<file path="config.mk">
export PLATFORM = sky130hd
export DESIGN_NAME = bist_result_monitor
export DESIGN_NICKNAME = d
export VERILOG_FILES = /design/src/rtl/bist_result_monitor.sv
export SDC_FILE = /design/constraint.sdc
export NUM_CORES = 1
export LEC_CHECK = 0
export ABC_AREA = 1
export ABC_CLOCK_PERIOD_IN_PS = 1900
export BUFFER_PORTS_ARGS = -buffer_cell sky130_fd_sc_hd__buf_2
export CORE_UTILIZATION = 33
export DETAILED_ROUTE_END_ITERATION = 7
export GPL_TIMING_DRIVEN = 0
export PLACE_DENSITY = 0.61
export SKIP_LAST_GASP = 1
export SLEW_MARGIN = 20
export SYNTH_ARGS = -nofsm -noshare
export SYNTH_HDL_FRONTEND = slang
export SYNTH_SLANG_ARGS = --single-unit
</file>
<file path="constraint.sdc">
create_clock -name clk -period 1.9 [get_ports clk]
set_clock_uncertainty 0.05 [all_clocks]
set_input_delay 0 -clock clk [delete_from_list [all_inputs] [get_ports clk]]
set_output_delay 0 -clock clk [all_outputs]
set_load 0.02 [all_outputs]
</file>
<file path="src/rtl/bist_result_monitor.sv">
// Purpose: counts per-pattern BIST results over one run and records failing pattern indices in a small FIFO.
// Latency: counters, FIFO and run status update on the edge after the bistdone rising edge; rd_idx/rd_valid are combinational from registers.
// Backpressure: none toward the BIST controller; a fail index that meets a full FIFO (with no pop that cycle) is dropped and fifo_ovf is set.
// Ports: clk, rst (async active-low) | bistmode, bistdone, bistpass from the BIST controller
//        rd_req -> rd_valid, rd_idx fail-index read port | pat_cnt, fail_cnt, fifo_ovf, mon_done, mon_pass run status
module bist_result_monitor #(
  parameter int NUM_PAT    = 2000,
  parameter int IDX_W      = 11,
  parameter int FIFO_DEPTH = 8
) (
  input  logic             clk,
  input  logic             rst,
  input  logic             bistmode,
  input  logic             bistdone,
  input  logic             bistpass,
  input  logic             rd_req,
  output logic             rd_valid,
  output logic [IDX_W-1:0] rd_idx,
  output logic [IDX_W:0]   pat_cnt,
  output logic [IDX_W:0]   fail_cnt,
  output logic             fifo_ovf,
  output logic             mon_done,
  output logic             mon_pass
);

  localparam int             AW         = (FIFO_DEPTH > 1) ? $clog2(FIFO_DEPTH) : 1;
  localparam logic [IDX_W:0] LP_LAST    = (IDX_W+1)'(NUM_PAT);
  localparam logic [IDX_W:0] LP_ONE     = (IDX_W+1)'(1);
  localparam logic [IDX_W:0] LP_FMAX    = '1;
  localparam logic [AW:0]    LP_PTR_ONE = (AW+1)'(1);

  typedef enum logic [1:0] {S_IDLE, S_RUN, S_DONE} state_t;

  state_t           r_state;
  state_t           w_state_nxt;
  logic             r_bistdone_q;
  logic [IDX_W:0]   r_pat_cnt;
  logic [IDX_W:0]   r_fail_cnt;
  logic             r_fifo_ovf;
  logic [IDX_W-1:0] r_mem [FIFO_DEPTH];
  logic [AW:0]      r_wr_ptr;
  logic [AW:0]      r_rd_ptr;

  logic w_event;
  logic w_start;
  logic w_count;
  logic w_fail;
  logic w_last;
  logic w_empty;
  logic w_full;
  logic w_pop;
  logic w_push;

  // A multi-cycle high strobe is a single result: only its rising edge counts.
  assign w_event = bistdone & ~r_bistdone_q;
  assign w_start = (r_state == S_IDLE) & bistmode;
  // Abort (bistmode low in RUN) takes priority over a coincident result.
  assign w_count = (r_state == S_RUN) & bistmode & w_event;
  assign w_fail  = w_count & ~bistpass;
  assign w_last  = w_count & ((r_pat_cnt + LP_ONE) == LP_LAST);

  // Pointers carry one extra wrap bit so full and empty are distinguishable.
  assign w_empty = (r_wr_ptr == r_rd_ptr);
  assign w_full  = (r_wr_ptr[AW] != r_rd_ptr[AW]) && (r_wr_ptr[AW-1:0] == r_rd_ptr[AW-1:0]);
  // A run start flushes the FIFO, which overrides any pop in that cycle.
  assign w_pop   = rd_req & ~w_empty & ~w_start;
  // On a full FIFO a same-cycle pop frees the head slot, so the push still lands.
  assign w_push  = w_fail & (~w_full | w_pop);

  always_ff @(posedge clk or negedge rst) begin
    if (!rst) begin
      r_state <= S_IDLE;
    end else begin
      r_state <= w_state_nxt;
    end
  end

  always_comb begin
    w_state_nxt = r_state;
    case (r_state)
      S_IDLE: if (bistmode) w_state_nxt = S_RUN;
      S_RUN: begin
        if (!bistmode) begin
          w_state_nxt = S_IDLE;
        end else if (w_last) begin
          w_state_nxt = S_DONE;
        end
      end
      S_DONE: if (!bistmode) w_state_nxt = S_IDLE;
      default: w_state_nxt = S_IDLE;
    endcase
  end

  always_ff @(posedge clk or negedge rst) begin
    if (!rst) begin
      r_bistdone_q <= 1'b0;
      r_pat_cnt    <= '0;
      r_fail_cnt   <= '0;
      r_fifo_ovf   <= 1'b0;
      r_wr_ptr     <= '0;
      r_rd_ptr     <= '0;
    end else begin
      r_bistdone_q <= bistdone;
      if (w_start) begin
        r_pat_cnt  <= '0;
        r_fail_cnt <= '0;
        r_fifo_ovf <= 1'b0;
        r_wr_ptr   <= '0;
        r_rd_ptr   <= '0;
      end else begin
        if (w_count) r_pat_cnt <= r_pat_cnt + LP_ONE;
        if (w_fail && (r_fail_cnt != LP_FMAX)) r_fail_cnt <= r_fail_cnt + LP_ONE;
        if (w_fail && w_full && !w_pop) r_fifo_ovf <= 1'b1;
        if (w_push) r_wr_ptr <= r_wr_ptr + LP_PTR_ONE;
        if (w_pop) r_rd_ptr <= r_rd_ptr + LP_PTR_ONE;
      end
    end
  end

  // Storage needs no reset: rd_idx is masked to zero whenever the FIFO is empty.
  always_ff @(posedge clk) begin
    if (w_push) r_mem[r_wr_ptr[AW-1:0]] <= r_pat_cnt[IDX_W-1:0];
  end

  assign rd_valid = ~w_empty;
  assign rd_idx   = w_empty ? '0 : r_mem[r_rd_ptr[AW-1:0]];
  assign pat_cnt  = r_pat_cnt;
  assign fail_cnt = r_fail_cnt;
  assign fifo_ovf = r_fifo_ovf;
  assign mon_done = (r_state == S_DONE);
  // fail_cnt already includes the final result on the edge that enters DONE.
  assign mon_pass = (r_state == S_DONE) && (r_fail_cnt == '0);

endmodule

</file>
==> Word-level counts from Yosys, hierarchy flattened <==
Memory sizes are Yosys's and may differ from the RTL's.
Index checks and enable logic that the tools add are counted.
{ "totals": {"register_bits": 36, "ramBits": 88, "in_bits": 6, "output_inout_bits": 39, "elab_cells": 69, "mem_count": 1} }
{ "memory_table": {"columns": ["name", "depth", "word_bits", "read_ports", "rd_clocked_by_memory_dff", "write_ports", "line", "source"], "rows": [
  ["r_mem", 8, 11, 1, 0, 1, "40", "logic [IDX_W-1:0] r_mem [FIFO_DEPTH];"]
]} }
{ "op_classes": {"n_addsub": 4, "n_eq_ne": 10, "mux": 18, "bitwise": 15, "reduce_logical": 14} }
{ "op_table": {"columns": ["operator", "n"], "rows": [
  ["2-to-1 mux 12 bit", 4],
  ["adder 12 x 1 -> 12 bit (second input constant)", 2],
  ["2-to-1 mux 4 bit", 4],
  ["== test 12 x 11 -> 1 bit (second input constant)", 1],
  ["zero test 12 bit", 1],
  ["inequality test 12 bit (second input constant)", 1],
  ["2-to-1 mux 11 bit", 1],
  ["nonzero test 2 bit", 5],
  ["bitwise AND 1 bit", 9],
  ["adder 4 x 1 -> 4 bit (second input constant)", 2],
  ["2-to-1 mux 2 bit", 4],
  ["case mux 2 bit (3 select lines)", 1],
  ["logical AND 1 bit", 5],
  ["inverter 1 bit", 5],
  ["== test 4 bit", 1],
  ["2-to-1 mux 1 bit", 4],
  ["inequality test 2 bit (second input constant)", 2],
  ["== test 3 bit", 1],
  ["inequality test 3 bit (second input constant)", 1],
  ["AND reduction 3 bit", 1],
  ["== test 2 x 1 -> 1 bit (second input constant)", 1],
  ["== test 2 bit (second input constant)", 1],
  ["zero test 2 bit", 1],
  ["zero test 1 bit", 1],
  ["other kinds (2)", 2]
]} }

==> Depth between registers and ports, before layout <==
{ "logic_depth": {"depth_word": 8, "depth_mapped": 11, "ltp_nobuf": 11} }

==> Least setup slack after synthesis <==
OpenSTA, ideal clock, no wires.
{ "synth_timing": {"path_kind": "reg-to-reg", "startpoint": "reg r_state[1]", "endpoint": "mem r_mem[1][0], enable pin", "setup_ns": 0.378, "t_arrival_ns": 1.701, "required_time_ns": 1.472, "path_slack_ns": -0.230, "stages_incl_launch_ff": 10, "path_buffers": 0, "period_less_slack_ns": 2.130, "path_cell_list": "dfrtp_1 > inv_1 > nand2_1 > nor2_1 > nand2_2 > nor2_8 > nand2_2 > inv_1 > nand2_1 > nor2_1"} }
{ "synth_via": {"elab_chain_cells": 8, "elab_cells_between_ends": 12, "cone_classes": "1 x eq/ne; 2 x mux; 8 x bitwise; 1 x reduce/logical"} }
{ "synth_lines": {"columns": ["item", "line", "source"], "rows": [
  ["start, declared", "34", "state_t r_state;"],
  ["start signal, assigned", "74", "r_state <= w_state_nxt;"],
  ["zero test 2 bit", "56", "assign w_start = (r_state == S_IDLE) & bistmode;"],
  ["bitwise AND 1 bit", "56", null],
  ["inverter 1 bit", "66", "assign w_pop = rd_req & ~w_empty & ~w_start;"],
  ["bitwise AND 1 bit", "66", null],
  ["OR 1 bit", "68", "assign w_push = w_fail & (~w_full | w_pop);"],
  ["bitwise AND 1 bit (*)", "68", null],
  ["2-to-1 mux 1 bit (*)", "122", "if (w_push) r_mem[r_wr_ptr[AW-1:0]] <= r_pat_cnt[IDX_W-1:0];"],
  ["2-to-1 mux 1 bit (not written as such) (*)", "122", null],
  ["end, declared", "40", null]
]} }
Every way passes the cells marked *; elsewhere a longest branch is shown, timed or not.

==> Final worst setup path <==
{ "layout_timing": {"startpoint": "reg r_rd_ptr[0]", "endpoint": "out rd_idx[9]"} }
{ "layout_via": {"elab_chain_cells": 2, "elab_cells_between_ends": 3, "cone_classes": "1 x eq/ne; 1 x mux; 1 x memory"} }
{ "layout_lines": {"columns": ["item", "line", "source"], "rows": [
  ["start, declared", "42", "logic [AW:0] r_rd_ptr;"],
  ["start signal, assigned", "115", "if (w_pop) r_rd_ptr <= r_rd_ptr + LP_PTR_ONE;"],
  ["memory (8 x 11 bit) or == test 4 bit (tied branches)", null, null],
  ["2-to-1 mux 11 bit (*)", "126", "assign rd_idx = w_empty ? '0 : r_mem[r_rd_ptr[AW-1:0]];"],
  ["end, declared", "18", "output logic [IDX_W-1:0] rd_idx,"]
]} }
Marked as above.

==> reports/results.txt <==
Starting Density = 0.3395
Worst Hold Depth = 2
post-synthesis cell type count = 29
Seq/Total Area, Yosys = 0.6249
Net Count, Synth = 587
Leak = 2.993 nW
crit path time final = 2.051 ns
Post-Syn Area = 5670 sq um
Clock Tree Buf Depth = 2
Post-Syn Area per Cell = 9.862 sq um
layout cells sized above 1 = 0.2677
Rows = 47
FF+latch area = 3558 sq um
antenna diode count = 0
FF-to-FF path depth = 13
area of the multi-input gates = 2068 sq um
commonest non-fill, non-tap cells in the layout = 102 x nor2_1, 88 x edfxtp_1, 81 x nand2_1, 59 x o21ai_0, 37 x inv_1
die footprint = 17710 sq um
Overflow after GRT = 0
worst skew pair latency = 0.41 ns
largest net degree at the start of global routing = 37
CTS tree = done
Setup crit start kind = flop
clk root buf = clkbuf_16
CTS buffer count = 17
Crit path buffers/inverters = 3
slowest CP cell = dfrtp_2
most common cell after layout, fill and taps aside = nor2_1
Placer Congestion = 0.8612
DR iter-0 viols = 226
first-pass GRT wire length = 23710 um
Post-DP HPWL = 9358 um
Setup CP Type = flop to output pin
CTS sink count = 124
vias in the first global route = 4410
critical path endpoint category = output pin
status = complete, but fails checks
die height = 133.1 um
Post-Synthesis Cells = 575
fin crit share = 1.079
Routed Antenna Nets = 0
CP arrival = 2.00 ns
FMAX = 0.4876 GHz
H-tree depth = 4
RSZ-0062 raised after global routing = true
I/O pins = 45
Hold Violations, Final = 0
Finished Layout Cells = 911
initial antenna violation count = 0
post-DR wirelength/cell = 16.42 um
Slew Viols, Final = 0
synthesized flop and latch total = 124
critical path depth = 10
gr usage total = 0.1760
worst-path cell chain = buf_6 > nand2_1 > nand2_2 > nand2_2 > nor2_4 > nand2_4 > buf_6 > o21ai_2 > a31oi_1 > buf_4
Yosys warning count = 0
setup slack after layout = -0.1507 ns
design area = 7526 sq um
worst vdd ir = 0.7445 mV
Pwr Density = 1251 nW/um^2
total power = 9.412 mW
routed vias/inst = 5.024
core area = 16700 sq um
Vias = 4577
CP required = 1.85 ns
Die X = 133.1 um
actual slew at the worst max-slew pin = 0.8589 ns
first-pass detailed-route iteration total = 5
endpoints failing setup = 99
synth-to-layout area growth = 32.72%
hold crit path type = input port to flop
final wirelength = 14960 um
IO buf count = 44
fin nets = 690
Remaining DRCs = 0
violated checks = negative setup slack
CP max FO = 5
delay-heaviest family, CP = buffers and inverters
slew margin rel. = 0.4274
Placed Area = 6191 sq um
Largest stage delay, worst path = 0.45 ns
# placed instances = 839
clock-pin slew on the worst setup and hold paths = 0.05 ns
# Max-Cap Violations = 0
filler cell count = 1541
==> stage by stage <==
step | setup TNS, ns | worst slack [ns] | util | hold WS, ns
finish | -7.741 | -0.1507 | 0.4506 | 0.1851
global route | -12.98 | -0.1929 | 0.4506 | 0.1795
CTS | -6.753 | -0.1907 | 0.4385 | 0.1690
detailed placement | -42.33 | -0.5779 | 0.3707 | 0.07293
global placement | -40.41 | -0.6385 | 0.3705 | 0.07264
floorplan | -5.687 | -0.07754 | - | -0.3456
==> Yosys cell counts <==
master,number,area [sq um]
clkbuf_1,11,41.29
nor3_1,6,30.03
nand2_1,86,322.8
o31ai_1,2,15.01
inv_2,2,7.510
o22ai_1,4,25.02
buf_2,10,50.05
nand2_4,1,11.26
o21ai_4,1,16.27
nor2_8,1,20.02
dfrtp_1,36,900.9
nand4_1,15,93.84
clkinv_1,1,3.750
nand2_2,4,25.02
xor2_1,9,78.83
o21ai_0,78,390.4
nand3_1,31,155.2
a31oi_1,11,68.82
o211ai_2,1,12.51
inv_1,40,150.1
nand3_2,1,10.01
nor2_2,1,6.260
or2_2,1,6.260
ha_1,6,75.07
nor2_1,113,424.2
edfxtp_1,88,2643
o21ai_1,8,40.04
a21oi_1,5,25.02
nor2_4,2,22.52
==> kinds of logic (layout without fill, tap and decap cells) <==
kind of cell               after synthesis  count (layout)  share of synthesized area
and+or+nand+nor                        262             262                     0.1988
DFF                                    124             124                     0.6249
AOI/OAI and AO/OA                      110             110                     0.1046
buffers and inverters                   64             180                    0.04457
xor gates and xnor gates                 9               9                    0.01390
adders and majority gates                6               6                    0.01324
==> flip-flops by register name, indices dropped and copies added (netlist names) <==
| name | cells |
|---|---|
| r_bistdone_q | 1 |
| r_wr_ptr | 4 |
| r_mem | 88 |
| pat_cnt | 12 |
| r_rd_ptr | 4 |
| fail_cnt | 12 |
| r_state | 2 |
| fifo_ovf | 1 |
==> per-layer routing <==
metal | global-route usage | up-vias | routed length, um
li1 | - | 2189 | -
met5 | 0 | - | 0
met4 | 0.08493 | 0 | 323
met3 | 0.03103 | 29 | 585
met1 | 0.2332 | 2234 | 6825
met2 | 0.2789 | 125 | 7227
==> path summary, 6_finish.rpt <==
kind	startpoint	end	slack [ns]
min in group asynchronous	rst	fifo_ovf$_DFFE_PN0P_	0.20
hold reg to reg	fifo_ovf$_DFFE_PN0P_	fifo_ovf$_DFFE_PN0P_	0.47
setup / recovery	r_rd_ptr[0]$_DFFE_PN0P_	rd_idx[9]	-0.15
max in group asynchronous	rst	pat_cnt[0]$_DFFE_PN0P_	0.96
hold / removal	bistdone	r_bistdone_q$_DFF_PN0_	0.19
setup reg to reg	r_rd_ptr[0]$_DFFE_PN0P_	r_mem[0][3]$_DFFE_PP_	-0.14
==> cell type report <==
type | count | share of cell area
clock inverter | 11 | 0.01912
clock buffer | 21 | 0.05985
tap | 220 | 0.03658
timing repair buffer | 84 | 0.08894
multi-input combinational | 387 | 0.2748
sequential | 124 | 0.4728
inverter | 43 | 0.02294
buffer | 21 | 0.02494
==> report_power, final <==
| part | total (mW) | leakage, nW | switching (mW) | internal [mW] |
|---|---|---|---|---|
| combinational | 3.11 | 1.43 | 1.86 | 1.25 |
| sequential | 3.07 | 1.29 | 0.0954 | 2.97 |
| clock | 3.24 | 0.281 | 1.15 | 2.09 |
==> repair_timing <==
| action | 4_1_cts | 5_1_grt |
|---|---|---|
| endpoints found under the setup margin | 102 | 130 |
| gates resized for setup | 63 | 69 |
| buffers inserted | 23 | 9 |
| pin swaps | 12 | 11 |
| gates cloned | 3 | 1 |
| hold endpoints to repair | 44 | 0 |
| hold buffers | 5 | 0 |
Note: power is estimated with default switching activity, not from simulation.
